===== src/rtl/ultra_defs_pkg.sv =====
// ---------------------------------------------------------------------------
// ultra_defs_pkg
// Shared definitions for the ultrasonic ranger: FSM state encoding, default
// timing constants (50 MHz clock) and the saturation / timeout distance code.
// The bus peripheral above the core imports the same package so both sides
// agree on the FFFF code and the timing defaults.
// ---------------------------------------------------------------------------
package ultra_defs_pkg;

  typedef enum logic [2:0] {
    ST_IDLE      = 3'd0,
    ST_TRIG      = 3'd1,
    ST_WAIT_RISE = 3'd2,
    ST_MEASURE   = 3'd3,
    ST_RESULT    = 3'd4,
    ST_HOLDOFF   = 3'd5
  } ultra_state_t;

  localparam int DEF_TRIG_CYCLES    = 500;        // 10 us
  localparam int DEF_TICKS_PER_CM   = 2900;       // 58 us per cm
  localparam int DEF_RISE_TIMEOUT   = 1_500_000;  // 30 ms
  localparam int DEF_ECHO_TIMEOUT   = 1_500_000;  // 30 ms
  localparam int DEF_HOLDOFF_CYCLES = 3_000_000;  // 60 ms
  localparam int DEF_FILT_CYCLES    = 8;

  // Distance reported on timeout, also the cm counter saturation value.
  localparam logic [15:0] DIST_SAT = 16'hFFFF;

  function automatic int max2(input int a, input int b);
    return (a > b) ? a : b;
  endfunction

endpackage


===== src/rtl/ultra_echo_cond.sv =====
// ---------------------------------------------------------------------------
// ultra_echo_cond
// Brings the raw, asynchronous sensor echo into the clk domain.
//   - SYNC_STAGES-deep synchroniser (default 2). Both edges see the same
//     delay, so pulse width is preserved.
//   - Optional glitch filter, enabled by defining ULTRA_ECHO_FILTER_EN: the
//     output only follows the synchronised echo after FILT_CYCLES consecutive
//     samples that differ from the current output. Latency is FILT_CYCLES on
//     both edges, so width is still preserved; shorter glitches vanish.
// Ports:
//   clk     in   system clock
//   rst     in   asynchronous active-low reset
//   echo    in   raw echo from the sensor
//   echo_s  out  conditioned echo, clk domain
// ---------------------------------------------------------------------------
module ultra_echo_cond
  import ultra_defs_pkg::*;
#(
  parameter int SYNC_STAGES = 2
`ifdef ULTRA_ECHO_FILTER_EN
  , parameter int FILT_CYCLES = DEF_FILT_CYCLES
`endif
) (
  input  logic clk,
  input  logic rst,
  input  logic echo,
  output logic echo_s
);

  logic [SYNC_STAGES-1:0] sync_reg;

  always_ff @(posedge clk or negedge rst) begin
    if (!rst) begin
      sync_reg <= '0;
    end else begin
      sync_reg <= {sync_reg[SYNC_STAGES-2:0], echo};
    end
  end

`ifdef ULTRA_ECHO_FILTER_EN
  localparam int FW = $clog2(FILT_CYCLES + 1);
  localparam logic [FW-1:0] FILT_LAST = FW'(FILT_CYCLES - 1);

  logic          filt_reg;
  logic [FW-1:0] fcnt_reg;

  // Count consecutive samples that disagree with the current output; any
  // agreeing sample restarts the run.
  always_ff @(posedge clk or negedge rst) begin
    if (!rst) begin
      filt_reg <= 1'b0;
      fcnt_reg <= '0;
    end else if (sync_reg[SYNC_STAGES-1] == filt_reg) begin
      fcnt_reg <= '0;
    end else if (fcnt_reg == FILT_LAST) begin
      filt_reg <= sync_reg[SYNC_STAGES-1];
      fcnt_reg <= '0;
    end else begin
      fcnt_reg <= fcnt_reg + FW'(1);
    end
  end

  assign echo_s = filt_reg;
`else
  assign echo_s = sync_reg[SYNC_STAGES-1];
`endif

endmodule


===== src/rtl/ultra_ranger_core.sv =====
// ---------------------------------------------------------------------------
// ultra_ranger_core
// Timing engine for an HC-SR04-style ultrasonic ranger: issues the trigger
// pulse, measures the echo high time and converts it to whole centimetres.
// Optional echo glitch filter: define ULTRA_ECHO_FILTER_EN.
// Ports:
//   clk       in   system clock (50 MHz nominal)
//   rst       in   asynchronous active-low reset
//   start     in   1-cycle request, accepted only while busy=0
//   echo      in   raw sensor echo (asynchronous)
//   trigg     out  sensor trigger pulse
//   busy      out  high from start acceptance until holdoff ends
//   ready     out  result valid, cleared on start acceptance
//   timeout   out  last result aborted (no echo / echo too long)
//   distance  out  last result in cm, FFFF on timeout or overflow
// ---------------------------------------------------------------------------
module ultra_ranger_core
  import ultra_defs_pkg::*;
#(
  parameter int TRIG_CYCLES    = DEF_TRIG_CYCLES,
  parameter int TICKS_PER_CM   = DEF_TICKS_PER_CM,
  parameter int RISE_TIMEOUT   = DEF_RISE_TIMEOUT,
  parameter int ECHO_TIMEOUT   = DEF_ECHO_TIMEOUT,
  parameter int HOLDOFF_CYCLES = DEF_HOLDOFF_CYCLES,
  parameter int FILT_CYCLES    = DEF_FILT_CYCLES
) (
  input  logic        clk,
  input  logic        rst,
  input  logic        start,
  input  logic        echo,
  output logic        trigg,
  output logic        busy,
  output logic        ready,
  output logic        timeout,
  output logic [15:0] distance
);

  localparam int CNT_MAX = max2(max2(max2(TRIG_CYCLES, TICKS_PER_CM),
                                     max2(RISE_TIMEOUT, ECHO_TIMEOUT)),
                                max2(HOLDOFF_CYCLES, FILT_CYCLES));
  localparam int CNT_W = $clog2(CNT_MAX + 1);

  localparam logic [CNT_W-1:0] CNT_ONE   = CNT_W'(1);
  localparam logic [CNT_W-1:0] TRIG_LAST = CNT_W'(TRIG_CYCLES - 1);
  localparam logic [CNT_W-1:0] RISE_LAST = CNT_W'(RISE_TIMEOUT - 1);
  localparam logic [CNT_W-1:0] ECHO_MAX  = CNT_W'(ECHO_TIMEOUT);
  localparam logic [CNT_W-1:0] HOLD_LAST = CNT_W'(HOLDOFF_CYCLES - 1);
  localparam logic [CNT_W-1:0] SUB_LAST  = CNT_W'(TICKS_PER_CM - 1);
  // The rising-edge cycle is itself the first high cycle of the pulse, so the
  // cm counters are preloaded with one tick already applied.
  localparam logic [CNT_W-1:0] FIRST_SUB = (TICKS_PER_CM == 1) ? '0 : CNT_ONE;
  localparam logic [15:0]      FIRST_CM  = (TICKS_PER_CM == 1) ? 16'd1 : 16'd0;

  ultra_state_t     state_reg, state_next;
  logic [CNT_W-1:0] cnt_reg;        // per-state timer / echo-high count
  logic [CNT_W-1:0] sub_reg;        // ticks within the current cm
  logic [15:0]      cm_reg;
  logic             res_to_reg;     // outcome carried into RESULT
  logic             echo_prev_reg;
  logic             ready_reg, timeout_reg;
  logic [15:0]      distance_reg;

  logic echo_s, echo_rise, trig_done, rise_expired, echo_expired, hold_done;

  ultra_echo_cond #(
    .SYNC_STAGES (2)
`ifdef ULTRA_ECHO_FILTER_EN
    , .FILT_CYCLES (FILT_CYCLES)
`endif
  ) u_echo_cond (
    .clk    (clk),
    .rst    (rst),
    .echo   (echo),
    .echo_s (echo_s)
  );

  // An echo already high when WAIT_RISE is entered has echo_prev_reg=1 and
  // therefore never produces a rise.
  assign echo_rise    = echo_s & ~echo_prev_reg;
  assign trig_done    = (cnt_reg == TRIG_LAST);
  assign rise_expired = (cnt_reg == RISE_LAST);
  assign echo_expired = (cnt_reg == ECHO_MAX);
  assign hold_done    = (cnt_reg == HOLD_LAST);

  // State register
  always_ff @(posedge clk or negedge rst) begin
    if (!rst) state_reg <= ST_IDLE;
    else      state_reg <= state_next;
  end

  // Next-state logic
  always_comb begin
    state_next = state_reg;
    case (state_reg)
      ST_IDLE:      if (start) state_next = ST_TRIG;
      ST_TRIG:      if (trig_done) state_next = ST_WAIT_RISE;
      ST_WAIT_RISE: if (echo_rise) state_next = ST_MEASURE;
                    else if (rise_expired) state_next = ST_RESULT;
      // Expiry is tested first so it wins over a simultaneous echo fall.
      ST_MEASURE:   if (echo_expired || !echo_s) state_next = ST_RESULT;
      ST_RESULT:    state_next = ST_HOLDOFF;
      ST_HOLDOFF:   if (hold_done) state_next = ST_IDLE;
      default:      state_next = ST_IDLE;
    endcase
  end

  // Outputs decoded from state
  always_comb begin
    trigg = (state_reg == ST_TRIG);
    busy  = (state_reg != ST_IDLE);
  end

  assign ready    = ready_reg;
  assign timeout  = timeout_reg;
  assign distance = distance_reg;

  // Counters and result registers
  always_ff @(posedge clk or negedge rst) begin
    if (!rst) begin
      cnt_reg       <= '0;
      sub_reg       <= '0;
      cm_reg        <= '0;
      res_to_reg    <= 1'b0;
      echo_prev_reg <= 1'b0;
      ready_reg     <= 1'b0;
      timeout_reg   <= 1'b0;
      distance_reg  <= '0;
    end else begin
      echo_prev_reg <= echo_s;

      // Timer restarts on every state change; MEASURE starts at 1 because
      // the rise cycle already counts as echo-high time.
      if (state_next != state_reg)
        cnt_reg <= (state_next == ST_MEASURE) ? CNT_ONE : '0;
      else if (state_reg != ST_IDLE)
        cnt_reg <= cnt_reg + CNT_ONE;

      if (state_reg == ST_WAIT_RISE && echo_rise) begin
        sub_reg <= FIRST_SUB;
        cm_reg  <= FIRST_CM;
      end else if (state_reg == ST_MEASURE && echo_s && !echo_expired) begin
        if (sub_reg == SUB_LAST) begin
          sub_reg <= '0;
          if (cm_reg != DIST_SAT) cm_reg <= cm_reg + 16'd1;
        end else begin
          sub_reg <= sub_reg + CNT_ONE;
        end
      end

      // Only the value present when the state is left matters.
      if (state_reg == ST_WAIT_RISE)    res_to_reg <= ~echo_rise;
      else if (state_reg == ST_MEASURE) res_to_reg <= echo_expired;

      if (state_reg == ST_IDLE && start) begin
        ready_reg   <= 1'b0;
        timeout_reg <= 1'b0;
      end else if (state_reg == ST_RESULT) begin
        ready_reg    <= 1'b1;
        timeout_reg  <= res_to_reg;
        distance_reg <= res_to_reg ? DIST_SAT : cm_reg;
      end
    end
  end

endmodule

===== config.mk =====
export PLATFORM = sky130hd
export DESIGN_NAME = ultra_ranger_core
export DESIGN_NICKNAME = d
export VERILOG_FILES = /design/src/rtl/ultra_defs_pkg.sv /design/src/rtl/ultra_echo_cond.sv /design/src/rtl/ultra_ranger_core.sv
export SDC_FILE = /design/constraint.sdc
export NUM_CORES = 1
export LEC_CHECK = 0
export ABC_AREA = 0
export BUFFER_PORTS_ARGS = -buffer_cell sky130_fd_sc_hd__buf_4
export CAP_MARGIN = 20
export CELL_PAD_IN_SITES_DETAIL_PLACEMENT = 1
export CELL_PAD_IN_SITES_GLOBAL_PLACEMENT = 1
export CORE_ASPECT_RATIO = 1.25
export CORE_UTILIZATION = 47
export DETAILED_ROUTE_END_ITERATION = 6
export PLACE_DENSITY_LB_ADDON = 0.1
export SLEW_MARGIN = 20
export SYNTH_ARGS = -nofsm -noshare
export SYNTH_HDL_FRONTEND = slang
export SYNTH_SLANG_ARGS = --single-unit

===== constraint.sdc =====
create_clock -name clk -period 2.7 [get_ports clk]
set_input_delay 0.81 -clock clk [delete_from_list [all_inputs] [get_ports clk]]
set_output_delay 0.81 -clock clk [all_outputs]
set_load 0.005 [all_outputs]

# == After elaboration in Yosys (flattened, before gate mapping) ==
# Index checks and enable logic that the tools add are counted.
# W data, S select, Z words.
# word_totals
output_inout_bits,20
wordCells,71
input_bits,4
regBits,85
# op_classes
addsub,3
bitwise,4
n_eq_ne,13
n_reduce_logical,17
muxes,24
# op_table
operator,count
$mux W22,5
$mux W16,5
$add A22 B1 Y22 const B,2
$eq A22 B21 Y1 const B,2
$eq A22 B12 Y1 const B,1
$eq A22 B22 Y1 const B,1
$eq A22 B9 Y1 const B,1
$mux W3,6
$pmux W3 S6,1
$add A16 B1 Y16 const B,1
$ne A16 B16 Y1 const B,1
$reduce_bool A2 Y1,6
$eq A3 B2 Y1 const B,3
$mux W1,7
$eq A3 B3 Y1 const B,2
$logic_and A1 B1 Y1,4
$eq A3 B1 Y1 const B,1
$logic_not A3 Y1,1
$ne A3 B3 Y1,1
$not A1 Y1,3
$reduce_and A3 Y1,1
$reduce_bool A3 Y1,1
$logic_not A1 Y1,2
$reduce_and A2 Y1,1
other kinds (2),2

# == Depth between registers and ports, before layout ==
# logic_depth
word_depth,7
mapped_depth,9
mapped_depth_nobuf,7

# == Modules after synthesis ==
# A second synthesis with hierarchy kept.
# hier_totals
cells_unflattened,518
hier_area_um2,4609.4
# modules_own_cells
module,instances,area_per_inst_um2,seq_area_each_um2,cells_each
ultra_ranger_core,1,4559.4,2077.0,516
ultra_echo_cond,1,50.0,50.0,2

# == Least setup slack after synthesis ==
# OpenSTA, ideal clock, no wires.
# synth_timing
path_type,register to register
start,reg sub_reg[17]
end,reg cm_reg[10]
n_path_buf,1
t_required_ns,2.622
synth_period_minus_slack_ns,2.133
stages_incl_launch_ff,7
slack_ns,0.567
setup_ns,0.078
arrival_time_ns,2.055
cell_sequence,dfrtp_1 > or4_4 > nor4_4 > a31oi_1 > buf_2 > or4_1 > a21oi_1
# synth_between
elab_chain_cells,3
# synth_lines
item,line,source
start: declaration,ultra_ranger_core.sv:56,logic [CNT_W-1:0] sub_reg;
start signal: assignment,ultra_ranger_core.sv:146,sub_reg <= sub_reg + CNT_ONE;
$eq A22 B12 Y1,ultra_ranger_core.sv:142,if (sub_reg == SUB_LAST) begin
$reduce_bool A2 Y1 (no source line),--,
$reduce_and A3 Y1 (no source line),--,
end signal: assignment,ultra_ranger_core.sv:144,if (cm_reg != DIST_SAT) cm_reg <= cm_reg + 16'd1;
end: declaration,ultra_ranger_core.sv:57,logic [15:0] cm_reg;
# No other way between the ends.
# A chain may end at the register's enable or synchronous reset.

# == Worst setup path in the final report ==
# layout_timing
start,reg sub_reg[0]
end,reg cm_reg[14]
# The elaborated chain is that of the path after synthesis.

==> summary by stage <==
Status
The flow ran to the end, and the final reports show no timing, DRC or antenna violations.

Routing
The count of vias placed by the detailed router is 3779. Dividing the detail-routed wire length by the instance count gives 17.94 um. Summed over all layers, the routed wires come to 11440 um. For this run, design rule violations remaining after detail routing come to 0. For this block, the initial DRC count from the detailed router was 131. Once detail routing completed, the nets flagged for antenna violations numbered 0. Dividing the detail-routed via count by the number of cells gives roughly 5.9. The detailed-routing iteration count for the pre-antenna-repair pass is 4.

Logic synthesis
The number of flops mapped to enable cells by yosys is 0. Counting every instance in the synthesized netlist gives 480. Ranked by total cell area, the synthesized netlist is headed by sky130_fd_sc_hd__dfrtp_1 (48%), sky130_fd_sc_hd__a21oi_1 (4.8%), sky130_fd_sc_hd__nor2_1 (4.6%). Synthesis produced a netlist with a net count of 488.

Synthesis inferred 85 register bits. The library cell occupying the most area in the post-synthesis netlist is sky130_fd_sc_hd__dfrtp_1. The post-synthesis instance area is 4442 um^2. After synthesis, the share of flip-flops with an asynchronous set or reset is 100.0%. The share of the Yosys chip area taken by registers is 47.89%.

During synthesis, Yosys emitted a total of 0 warnings. The dominant synthesized flop cell is sky130_fd_sc_hd__dfrtp_1. The netlist uses 49 different library cells. In this run the mean area of a mapped cell was 9.254 um^2. The top cell type by area accounts for a little under half of the synthesized area.

Global route
The first-pass GRT wire length is 19250 um. For this run the aggregate overflow at the end of global routing stands at 0. The via count of the first global-routing pass was 3931. For this run, the total global-route usage over all layers was measured as approximately a quarter. The largest net degree at the start of global routing is 46. The number of antenna violations at the first check in global routing was 0.

Floorplanning
The floorplan step defined a die boundary enclosing between 9000 and 10000 um^2. The die is slightly below 90 um wide. The vertical die dimension is 110.7 um. Once the floorplan was initialized, standard cells occupied 48.42% of the core. In this run the standard cell core region covers 9174 um^2. In this run the count of I/O pins placed on the die edge is 24. The site row count is 39.

Placement
After legalization and detailed placement, the total HPWL measured 7982 um. The number of instances in the placed design is 619. Port buffering added 23 buffers. The post-placement cell area is 4840 um^2. The placer congestion estimate is 0.8768.

Worst setup path
The startpoint of the worst-slack reg-to-reg timing path is sub_reg[0]. The required time of the critical path is 2.97 ns. The end of the worst register-to-register path is cm_reg[14].

The category of the critical setup timing path is flop to flop. The worst-case reg-to-reg path depth is 8. STA classifies the critical path startpoint as a flop.

STA classifies the critical path endpoint as a flop. The worst register-to-register path has a setup slack of roughly 0.18 ns. The largest driver fanout on the critical path is 27. The largest single stage delay on the critical path is between 0.4 and 0.5 ns. The arrival time reported for the critical path endpoint is 2.79 ns. The slowest stage of the critical path is the sky130_fd_sc_hd__or4_1 cell. Traced cell by cell, the critical path runs through ha_1 > nor4b_2 > nand4_1 > nor4_4 > a31oi_2 > buf_4 > or4_1 > a21oi_1.

STA
The max-slew violation count is 0. The final period utilization is 93.22%. Subtracting the final worst setup slack from the clock period gives 2.517 ns. For this run, the top clock speed supported by timing is 397.3 MHz. Clock skew on the completed layout was measured at 0.006698 ns.

Setup violations remaining at the end of the flow were counted as 0. The number of hold-slack violations in the final timing report is 0. The transition time at the pin with the least slew margin is 0.6805 ns.

Headroom to the max-slew limit came out at 54.25%.

Finish
The proportion of layout cells with a drive suffix above 1 is 13.79%. From synthesis to final layout, the design area changed by 15.89%. The non-filler instance count after layout is 638. The post-layout instance area is 5147 um^2. At the end of the flow the core is filled with cells to 56.11%. 0 antenna diodes ended up in the layout.

The final layout net count is 518.

Clock network
CTS saw 85 sinks. The number of hold buffers added after CTS is 0. The cell sitting at the root of the clock tree is a sky130_fd_sc_hd__clkbuf_16. The number of clock buffers inserted by TritonCTS is 9.

The later pin in the worst-skew pair is clocked with a latency of between 0.3 and 0.4 ns. The clock passes through at most 2 buffers. TritonCTS built the clock tree.

The H-tree generated during clock tree synthesis spans 3 levels. The clock-pin transition on the worst setup and hold timing paths is 0.06 ns.

Worst hold path
The path type of the worst min-delay path is primary input to async pin.

Pwr
The sum of internal, switching and leakage power is about 0.0025 W. Dividing total power by cell area gives a power density of 482.1 nW/um^2. The analysis attributes to cell leakage a power of 2.189 nW. Across the VDD grid, the largest voltage drop is 0.3401 mV.

Job
The count of max-cap constraint violations is 0.
[Yosys cell counts, types with 3 or more instances]
cell,instances
sky130_fd_sc_hd__xnor2_1,19
sky130_fd_sc_hd__nor3_1,27
sky130_fd_sc_hd__xor2_1,15
sky130_fd_sc_hd__and3_1,12
sky130_fd_sc_hd__o31ai_1,5
sky130_fd_sc_hd__or3_1,18
sky130_fd_sc_hd__buf_2,10
sky130_fd_sc_hd__a21o_1,3
sky130_fd_sc_hd__o21ai_0,22
sky130_fd_sc_hd__nand2_1,29
sky130_fd_sc_hd__nor3b_1,4
sky130_fd_sc_hd__a21oi_1,43
sky130_fd_sc_hd__dfrtp_1,85
sky130_fd_sc_hd__a211oi_1,7
sky130_fd_sc_hd__inv_1,9
sky130_fd_sc_hd__nor2_1,55
sky130_fd_sc_hd__ha_1,4
sky130_fd_sc_hd__nand3_1,24
sky130_fd_sc_hd__or4_1,4
sky130_fd_sc_hd__and4_1,7
sky130_fd_sc_hd__nor4_1,6
sky130_fd_sc_hd__o211ai_1,3
sky130_fd_sc_hd__nand2b_1,3
sky130_fd_sc_hd__clkbuf_1,15
sky130_fd_sc_hd__nand4_1,20
[worst max-delay path: cells and delay by family (launching register included)]
family | cells | cell delay (ns)
simple gates | 4 | 1.21
buf+inv | 1 | 0.24
fa+ha+maj | 1 | 0.26
compound gates | 2 | 0.33
flops | 1 | 0.39
[what timing repair did]
action                                  CTS  global route
buffers inserted                          0             3
endpoints found under the setup margin    0             7
resized for setup                         0             1
[power breakdown]
part | leakage (nW) | internal (W) | switching [W]
clock | 0.138 | 0.000669 | 0.000499
combinational | 0.895 | 0.00000771 | 0.0000276
sequential | 1.16 | 0.00128 | 0.00000247
total | 2.19 | 0.00195 | 0.000529
[cells by family (layout without fill, tap and decap cells)]
kind of cell,Yosys count,after routing,synth area share [%]
AOI/OAI and AO/OA,92,92,11.97
and+or+nand+nor,229,229,28.70
muxes,2,2,0.4507
DFF,85,85,47.89
buffers and inverters,34,69,3.155
adders and majority gates,4,4,1.127
xor gates and xnor gates,34,34,6.704
[area by class of cell]
cell class	instances	area (um^2)
clock buffer	12	256.5
clock inverter	4	22.52
fill	1088	4026
inverter	9	33.78
multi-input combinational	361	2198
sequential	85	2127
tap	123	153.9
timing repair buffer	44	355.3
[per-layer routing]
metal  track usage [%]  wire, um  part of all wire, %  vias to the layer above
li1                  -         -                    -                     1804
met1             32.19      5021                   44                     1916
met2             42.31      5992                   52                       40
met3             2.755       147                  1.3                       19
met4             11.43       282                  2.5                        0
met5                 0         0                    0                        -
[worst max-delay path by stage]
| stage | start | end | slack (ns) | cells after the start |
|---|---|---|---|---|
| 2_1_floorplan | sub_reg[17] | cm_reg[10] | 0.57 | 6 |
| 3_3_place_gp | cnt_reg[9] | sub_reg[16] | 0.23 | 6 |
| 3_5_place_dp | cnt_reg[11] | sub_reg[14] | 0.13 | 6 |
| 4_1_cts | cnt_reg[11] | sub_reg[14] | 0.11 | 6 |
| 5_1_grt | sub_reg[0] | cm_reg[14] | -0.007 | 8 |
| 6_report | sub_reg[0] | cm_reg[14] | 0.18 | 8 |
[layout by cell type (no fill, tap or decap), types with 6 or more instances in the layout]
master and instances:
sky130_fd_sc_hd__a211oi_1 7, sky130_fd_sc_hd__a21oi_1 43, sky130_fd_sc_hd__and3_1 12, sky130_fd_sc_hd__and4_1 7
sky130_fd_sc_hd__buf_4 42, sky130_fd_sc_hd__clkbuf_16 9, sky130_fd_sc_hd__dfrtp_1 85, sky130_fd_sc_hd__inv_1 9
sky130_fd_sc_hd__nand2_1 29, sky130_fd_sc_hd__nand3_1 24, sky130_fd_sc_hd__nand4_1 20, sky130_fd_sc_hd__nor2_1 54
sky130_fd_sc_hd__nor3_1 27, sky130_fd_sc_hd__nor4_1 6, sky130_fd_sc_hd__o21ai_0 22, sky130_fd_sc_hd__or3_1 18
sky130_fd_sc_hd__xnor2_1 19, sky130_fd_sc_hd__xor2_1 15
[per-stage QoR]
step                 TNS [ns]  hold WS, ns  setup WS, ns
floorplan                   0       0.3312        0.5670
global placement            0       0.3443        0.2322
detailed placement          0       0.3403        0.1330
CTS                         0       0.2827        0.1097
global route        -0.007905       0.2946     -0.007272
finish                      0       0.2873        0.1830
Note: power is estimated with default switching activity, not from simulation.
